==> config.mk <==
export PLATFORM = sky130hd
export DESIGN_NAME = instr_fetch
export DESIGN_NICKNAME = d
export VERILOG_FILES = /design/src/rtl/instr_fetch.sv
export SDC_FILE = /design/constraint.sdc
export NUM_CORES = 1
export LEC_CHECK = 0
export BUFFER_PORTS_ARGS = -buffer_cell sky130_fd_sc_hd__clkbuf_2
export CAP_MARGIN = 25
export CORE_ASPECT_RATIO = 1.4
export CORE_MARGIN = 3
export CORE_UTILIZATION = 45
export DETAILED_ROUTE_END_ITERATION = 8
export PLACE_DENSITY = 0.83
export SETUP_SLACK_MARGIN = 0.1
export SLEW_MARGIN = 20
export SYNTH_ARGS = -nofsm -noshare
export SYNTH_HDL_FRONTEND = slang
export SYNTH_SLANG_ARGS = --single-unit
==> constraint.sdc <==
create_clock -name clk -period 1.5 [get_ports clk]
set_input_delay 0.15 -clock clk [delete_from_list [all_inputs] [get_ports clk]]
set_output_delay 0.15 -clock clk [all_outputs]
set_load 0.005 [all_outputs]
==> src/rtl/instr_fetch.sv <==
// Instruction fetch sequencer: reads a synchronous ROM, presents each word to the
// decoder under a valid/ready handshake and steps the PC sequentially or to a branch target.
module instr_fetch #(
  parameter int PC_W    = 10,
  parameter int INSTR_W = 9
) (
  input  logic               clk,
  input  logic               rst_n,
  input  logic               start,
  input  logic [PC_W-1:0]    start_addr,
  input  logic [PC_W-1:0]    last_addr,
  output logic               imem_rd,
  output logic [PC_W-1:0]    imem_addr,
  input  logic [INSTR_W-1:0] imem_data,
  output logic [INSTR_W-1:0] instr,
  output logic [PC_W-1:0]    instr_pc,
  output logic               instr_valid,
  input  logic               instr_ready,
  input  logic               branch_taken,
  input  logic [PC_W-1:0]    branch_target,
  output logic               busy,
  output logic               done
);

  // Handshake: instr/instr_pc are held while instr_valid=1; a transfer (accept)
  // happens on any rising edge where instr_valid & instr_ready. branch_taken and
  // branch_target are only looked at on that accept edge.

  typedef enum logic [2:0] {
    S_IDLE  = 3'd0,
    S_FETCH = 3'd1,
    S_LATCH = 3'd2,
    S_VALID = 3'd3,
    S_DONE  = 3'd4
  } state_t;

  state_t            state, state_nxt;
  logic [PC_W-1:0]   pc;
  logic [PC_W-1:0]   last;
  logic              start_go;
  logic              accept;

  always_ff @(posedge clk or negedge rst_n) begin
    if (!rst_n) state <= S_IDLE;
    else        state <= state_nxt;
  end

  always_comb begin
    state_nxt   = state;
    start_go    = 1'b0;
    accept      = 1'b0;
    imem_rd     = 1'b0;
    instr_valid = 1'b0;
    busy        = 1'b0;
    done        = 1'b0;
    case (state)
      S_IDLE: begin
        if (start) begin
          start_go  = 1'b1;
          state_nxt = S_FETCH;
        end
      end
      S_FETCH: begin
        imem_rd   = 1'b1;
        busy      = 1'b1;
        state_nxt = S_LATCH;
      end
      S_LATCH: begin
        busy      = 1'b1;
        state_nxt = S_VALID;
      end
      S_VALID: begin
        busy        = 1'b1;
        instr_valid = 1'b1;
        if (instr_ready) begin
          accept = 1'b1;
          // A taken branch wins even on the final instruction.
          if (!branch_taken && (instr_pc == last)) state_nxt = S_DONE;
          else                                     state_nxt = S_FETCH;
        end
      end
      S_DONE: begin
        done = 1'b1;
        if (start) begin
          start_go  = 1'b1;
          state_nxt = S_FETCH;
        end
      end
      default: state_nxt = S_IDLE;
    endcase
  end

  // pc only moves on entry to FETCH, so it doubles as the registered ROM address.
  always_ff @(posedge clk or negedge rst_n) begin
    if (!rst_n) begin
      pc   <= '0;
      last <= '0;
    end else if (start_go) begin
      pc   <= start_addr;
      last <= last_addr;
    end else if (accept && branch_taken) begin
      pc   <= branch_target;
    end else if (accept && (state_nxt == S_FETCH)) begin
      pc   <= pc + PC_W'(1);
    end
  end

  always_ff @(posedge clk or negedge rst_n) begin
    if (!rst_n) begin
      instr    <= '0;
      instr_pc <= '0;
    end else if (state == S_LATCH) begin
      instr    <= imem_data;
      instr_pc <= pc;
    end
  end

  assign imem_addr = pc;

endmodule

==> results.md, run 1 <==
- Most frequent cells in the layout: clkbuf_2, dfrtp_1, buf_4
- Final WS setup: -0.3060 ns
- Synth warnings: 0
- P_sw: 2.695 mW
- Critical Path RT: 1.68 ns
- Dominant cells by area after synthesis: dfrtp_1, mux2_2, nand2_1, xor2_1, o22a_1
- Met2 GRT Util: 0.4596
- Clk network pwr share: 0.122
- WL/cell: 18.27 um
- Pre-CTS setup slack: -0.1880 ns
- Busiest grt layer: met2
- Worst setup EP type: flop
- Root buf cell: clkbuf_8
- Core region area: 0.004572 mm2
- Syn Std Cell Area: 0.002162 mm2
- Antenna cells: 0
- TritonCTS buffer count: 5
- Avg Vias per Cell: 5.441
- Outcome: finished, violations left
- Comb power frac: 0.586
- R2R setup slack: -0.31 ns
- Pwr/cell area: 2133 mW/mm2
- Number of cell rows: 29
- Min-Delay Path Class: input port to flop
- RSZ-0062 raised after global routing: yes
- Register bit count reported by yosys: 42
- First-pass DRT Iterations: 4
- Final Core Density: 0.7469
- EDFF count, synth: 0
- Asr flop ratio synth: 1.000
- DRC: 0
- Sw Share: 0.3701
- Initial core utilization: 0.4729
- Insertion delay to the later sink of the worst-skew pair: 0.30 ns
- Clock sink count: 42
- Initial DRC count: 189
- Final Skew: 0.005861 ns
- Commonest non-fill, non-tap cell in the layout: clkbuf_2
- Nets@finish: 383
- Max-cap viol count: 0
- Routed Antenna Nets: 0
- Die Y: 88.02 um
- Final min period: 1.806 ns
- Max H-tree Level: 2
- Antenna violations before repair: 0
- Setup TNS Final: -3.191 ns
- Max Freq: 553.7 MHz
- TritonCTS clock tree: built
- Largest net degree at the start of global routing: 24
- CP Max Fanout: 8
- Hold_ws: 0.03554 ns
- Global routing met1 resource utilization: 0.3169
- Via count: 2182
- Share of the synthesized area in the top cell type: 0.4861
- Leak: 1.730 nW
- Failing checks: setup timing
- Reg power frac: 0.292
- Distinct cell type count after synthesis: 48
- Fillers: 312
- Post-Route WL: 7325 um
- Max Slew Vio Count: 0
- Seq/Total Area, Yosys: 0.4861
- Setup CP Type: flop to flop
- Actual slew at the worst max-slew pin: 0.5484 ns
- Top_reg_cell synth: dfrtp_1
- Chip Width: 64.58 um
- Vias in the first global route: 2150
- Met3 usage: 0.05905
- Pint: 4.587 mW
- Worst setup SP type: flop
- Gate Count Post-Synth: 205
- Num ports: 77
- VDD IR max: 1.440 mV
- DPL Wire Length: 4587 um
- First-pass GRT wire length: 11300 um
- Fraction of layout cells with a size suffix above 1: 0.5575
- Worst-path clk slew: 0.08 ns
- Critical Path AT: 1.99 ns
- Post-synth top area cell: dfrtp_1
- Full die area: 0.005684 mm2
- Total Power: 7.282 mW
- Syn_area_per_cell: 10.55 um2
- GP Congestion: 0.8899
- Total track usage: 0.2643
- Port bufs: 76
- Relative slew slack: 0.6344
- Post-Syn Nets: 250
- Final period util: 1.204
- Synth-to-Final Area Change: 57.93%
- Setup violators final: 16
- Hold Vio Cnt, Final: 0
- Grt total ovfl: 0
- Clk buf depth: 2
[power by group through the flow]
stage / clock network (mW) / registers, mW / logic [mW]
after detailed placement: 0 / 2.09 / 3.24
after global placement: 0 / 2.06 / 3.16
after global routing: 0.953 / 2.17 / 4.54
final: 0.892 / 2.12 / 4.27
after floorplan: 0 / 2.16 / 1.72
after CTS: 0.889 / 2.08 / 4.24
[timing repair]
item	CTS	global route
gates resized for setup	42	10
setup endpoints to repair	33	44
hold endpoints to repair	19	0
pin swaps	10	9
hold buffers	1	0
gates cloned	4	0
setup buffers	12	5
[metrics by stage]
| stage | std cells | cell area [um2] |
|---|---|---|
| floorplan | 205 | 2210 |
| global placement | 375 | 2929 |
| detailed placement | 375 | 2929 |
| CTS | 400 | 3402 |
| global route | 401 | 3415 |
| finish | 401 | 3415 |
[flip-flops by register name, indices dropped and copies added (netlist names)]
register / flops
instr: 9
last: 10
instr_pc: 10
imem_addr: 10
state: 3
[per-layer routing]
layer  vias to the layer above  share of wire
met5                         -              0
met4                         0          0.038
met3                        27          0.068
met2                       107           0.51
met1                      1056           0.38
li1                        992              -
[critical path, cell delays in order, from the launching register on]
cell	delay [ns]
dfrtp_1	0.41
xor2_1	0.18
nor4_2	0.42
and4_4	0.38
nor2_4	0.07
o22a_1	0.23
[final timing paths]
check	cells past startpoint	end	startpoint
worst min-delay path	3	last[6]	last_addr[6]
max in group asynchronous	3	state[0]	rst_n
worst min register to register	2	last[6]	last[6]
min in group asynchronous	2	instr[6]	rst_n
worst max-delay path	5	imem_addr[1]	last[7]
worst max register to register	5	imem_addr[1]	last[7]
[logic make-up (layout without fill, tap and decap cells)]
group / Yosys count / in the layout / share of synthesized area
and+or+nand+nor: 79 / 80 / 0.1962
DFF: 42 / 42 / 0.4861
AOI/OAI and AO/OA: 32 / 32 / 0.1071
muxes: 21 / 21 / 0.1088
xor gates and xnor gates: 16 / 16 / 0.06482
buffers and inverters: 14 / 147 / 0.03124
adders and majority gates: 1 / 1 / 0.005786
[final cells by class]
class                      count  area, um2  area share
multi-input combinational    150       1197      0.3507
tap                           62      77.57     0.02272
clock buffer                   5      68.82     0.02015
sequential                    42       1054      0.3085
inverter                       4      15.01    0.004397
clock inverter                 3      40.04     0.01173
timing repair buffer         135      962.2      0.2818
[cells in the mapped netlist, types with 5 or more instances]
cell type  number
o22a_1          6
buf_2           6
nor2_1         12
nand3_1         6
a21oi_1         5
xor2_1         13
dfrtp_1        42
nand2_1        35
o21ai_0         8
mux2_2         19
Note: power is estimated with default switching activity, not from simulation.
==> run 2: changes to the inputs <==
--- a/config.mk
+++ b/config.mk
@@ -11,9 +11,11 @@
 export CORE_MARGIN = 3
 export CORE_UTILIZATION = 45
 export DETAILED_ROUTE_END_ITERATION = 8
+export GPL_TIMING_DRIVEN = 0
 export PLACE_DENSITY = 0.83
 export SETUP_SLACK_MARGIN = 0.1
 export SLEW_MARGIN = 20
 export SYNTH_ARGS = -nofsm -noshare
 export SYNTH_HDL_FRONTEND = slang
 export SYNTH_SLANG_ARGS = --single-unit
+export TNS_END_PERCENT = 30
==> results.md, run 2 (same netlist as run 1, synthesis figures left out) <==
- Outcome: finished, violations left (unchanged)
- Failing checks: setup timing (unchanged)
- Grt total ovfl: 0 (unchanged)
- Pwr/cell area: 1976 mW/mm2 (was 2133 mW/mm2)
- Num ports: 77 (unchanged)
- Full die area: 0.005684 mm2 (unchanged)
- Comb power frac: 0.488 (was 0.586)
- First-pass DRT Iterations: 5 (was 4)
- Actual slew at the worst max-slew pin: 0.3281 ns (was 0.5484 ns)
- Max Freq: 579.6 MHz (was 553.7 MHz)
- Avg Vias per Cell: 5.146 (was 5.441)
- CP Max Fanout: 8 (unchanged)
- Fraction of layout cells with a size suffix above 1: 0.4850 (was 0.5575)
- Setup CP Type: flop to flop (unchanged)
- Via count: 1868 (was 2182)
- Final min period: 1.725 ns (was 1.806 ns)
- Max-cap viol count: 0 (unchanged)
- Worst-path clk slew: 0.08 ns (about the same)
- GP Congestion: 0.7903 (was 0.8899)
- VDD IR max: 0.7813 mV (was 1.440 mV)
- Antenna violations before repair: 0 (unchanged)
- First-pass GRT wire length: 8907 um (was 11300 um)
- P_sw: 2.239 mW (was 2.695 mW)
- Clock sink count: 42 (unchanged)
- Worst setup SP type: flop (unchanged)
- Critical Path AT: 1.91 ns (was 1.99 ns)
- Final period util: 1.150 (was 1.204)
- Commonest non-fill, non-tap cell in the layout: clkbuf_2 (unchanged)
- Port bufs: 76 (unchanged)
- Synth-to-Final Area Change: 37.79% (was 57.93%)
- RSZ-0062 raised after global routing: yes (unchanged)
- Clk network pwr share: 0.129 (was 0.122)
- Root buf cell: clkbuf_8 (unchanged)
- WL/cell: 15.38 um (was 18.27 um)
- Critical Path RT: 1.68 ns (about the same)
- Routed Antenna Nets: 0 (unchanged)
- Largest net degree at the start of global routing: 43 (was 24)
- Chip Width: 64.58 um (unchanged)
- Multi-input gate area: 0.001120 mm2 (was 0.001197 mm2)
- Final std cells w/o fill: 363 (was 401)
- Min-Delay Path Class: input port to flop (unchanged)
- Clk buf depth: 2 (unchanged)
- Initial core utilization: 0.4729 (unchanged)
- Cells after DPL: 343 (was 375)
- Nets@finish: 345 (was 383)
- Number of cell rows: 29 (unchanged)
- Pint: 3.648 mW (was 4.587 mW)
- Reg power frac: 0.384 (was 0.292)
- TritonCTS clock tree: built (unchanged)
- Pre-CTS setup slack: -0.2320 ns (was -0.1880 ns)
- Worst setup EP type: flop (unchanged)
- Insertion delay to the later sink of the worst-skew pair: 0.29 ns (was 0.30 ns)
- Total track usage: 0.1982 (was 0.2643)
- Vias in the first global route: 1881 (was 2150)
- Core region area: 0.004572 mm2 (unchanged)
- Most frequent cells in the layout: clkbuf_2, dfrtp_1, nand2_1 (was clkbuf_2, dfrtp_1, buf_4)
- Hold Vio Cnt, Final: 0 (unchanged)
- Max H-tree Level: 2 (unchanged)
- Sw Share: 0.3804 (was 0.3701)
- Placed cell areas: 0.002648 mm2 (was 0.002929 mm2)
- Setup violators final: 12 (was 16)
- DPL Wire Length: 3846 um (was 4587 um)
- Antenna cells: 0 (unchanged)
- Post-route cell area: 0.002979 mm2 (was 0.003415 mm2)
- TritonCTS buffer count: 5 (unchanged)
- Fillers: 366 (was 312)
- Die Y: 88.02 um (unchanged)
- Final WS setup: -0.2254 ns (was -0.3060 ns)
- DRC: 0 (unchanged)
- Post-Route WL: 5584 um (was 7325 um)
- Final Skew: 0.006530 ns (was 0.005861 ns)
- Relative slew slack: 0.7794 (was 0.6344)
- Initial DRC count: 100 (was 189)
- Register area: 0.001056 mm2 (was 0.001054 mm2)
- Leak: 1.446 nW (was 1.730 nW)
- Max Slew Vio Count: 0 (unchanged)
- R2R setup slack: -0.23 ns (was -0.31 ns)
run 2: cell types whose count changed in the layout (fill, tap and decap cells not counted), moves of 2 or more:
cell     change
buf_12       -3
buf_4       -30
buf_6        -6
buf_8        +2
dfrtp_1      -2
dfrtp_2      +2
mux2_2      +14
mux2_4      -15
nor2_2       -2
o21ai_1      +2
run 2: timing repair:
action	in CTS	in global routing
pin swaps	5	5
resized for setup	17	23
hold buffers	0	1
endpoints found under the setup margin	42	38
setup buffers	7	3
endpoints found under the hold margin	0	9
run 2: final timing paths:
check / depth (start not counted) / endpoint / startpoint
min in group asynchronous: 2 / instr[3] / rst_n
setup reg to reg: 6 / imem_addr[9] / imem_addr[2]
max in group asynchronous: 3 / imem_addr[4] / rst_n
hold reg to reg: 2 / last[0] / last[0]
hold / removal: 3 / last[9] / last_addr[9]
setup / recovery: 6 / imem_addr[9] / imem_addr[2]
run 2: layout make-up:
cell class                 count  area share
buffer                        10     0.04074
clock buffer                   7     0.02898
clock inverter                 1    0.001680
inverter                       4    0.005040
multi-input combinational    149      0.3759
sequential                    42      0.3545
tap                           62     0.02604
timing repair buffer          88      0.1672
run 2: per-stage QoR:
stage | hold WS (ns) | util | TNS, ns | total power, mW
3_3_place_gp | 0.3429 | 0.5791 | -2.846 | 4.656
3_5_place_dp | 0.3443 | 0.5791 | -3.355 | 4.740
2_1_floorplan | -0.1456 | - | -0.3394 | 3.832
6_report | 0.04384 | 0.6516 | -1.722 | 5.887
4_1_cts | 0.03717 | 0.6237 | -1.508 | 5.688
5_1_grt | 0.04084 | 0.6516 | -2.884 | 6.329
run 2: per-layer routing:
metal  global-route usage  up-vias  part of all wire
met5                    0        -                 0
met4              0.05769        0             0.013
met3              0.03466        6             0.039
met2               0.3477       57              0.55
met1               0.2504      889              0.40
li1                     -      916                 -
run 2: worst max-delay path: stages, from the launching register on:
cell	delay, ns
dfrtp_1	0.38
buf_6	0.14
nand4_1	0.14
or4_4	0.54
nor3b_2	0.20
a211o_1	0.16
a2bb2oi_2	0.05
run 2: power by group through the flow:
stage                     logic [mW]  registers, mW  clock network (mW)
after floorplan                 1.67           2.16                   0
after global placement          2.44           2.22                   0
after detailed placement        2.50           2.24                   0
after CTS                       2.67           2.25               0.772
after global routing            3.16           2.34               0.831
final                           2.87           2.26               0.759
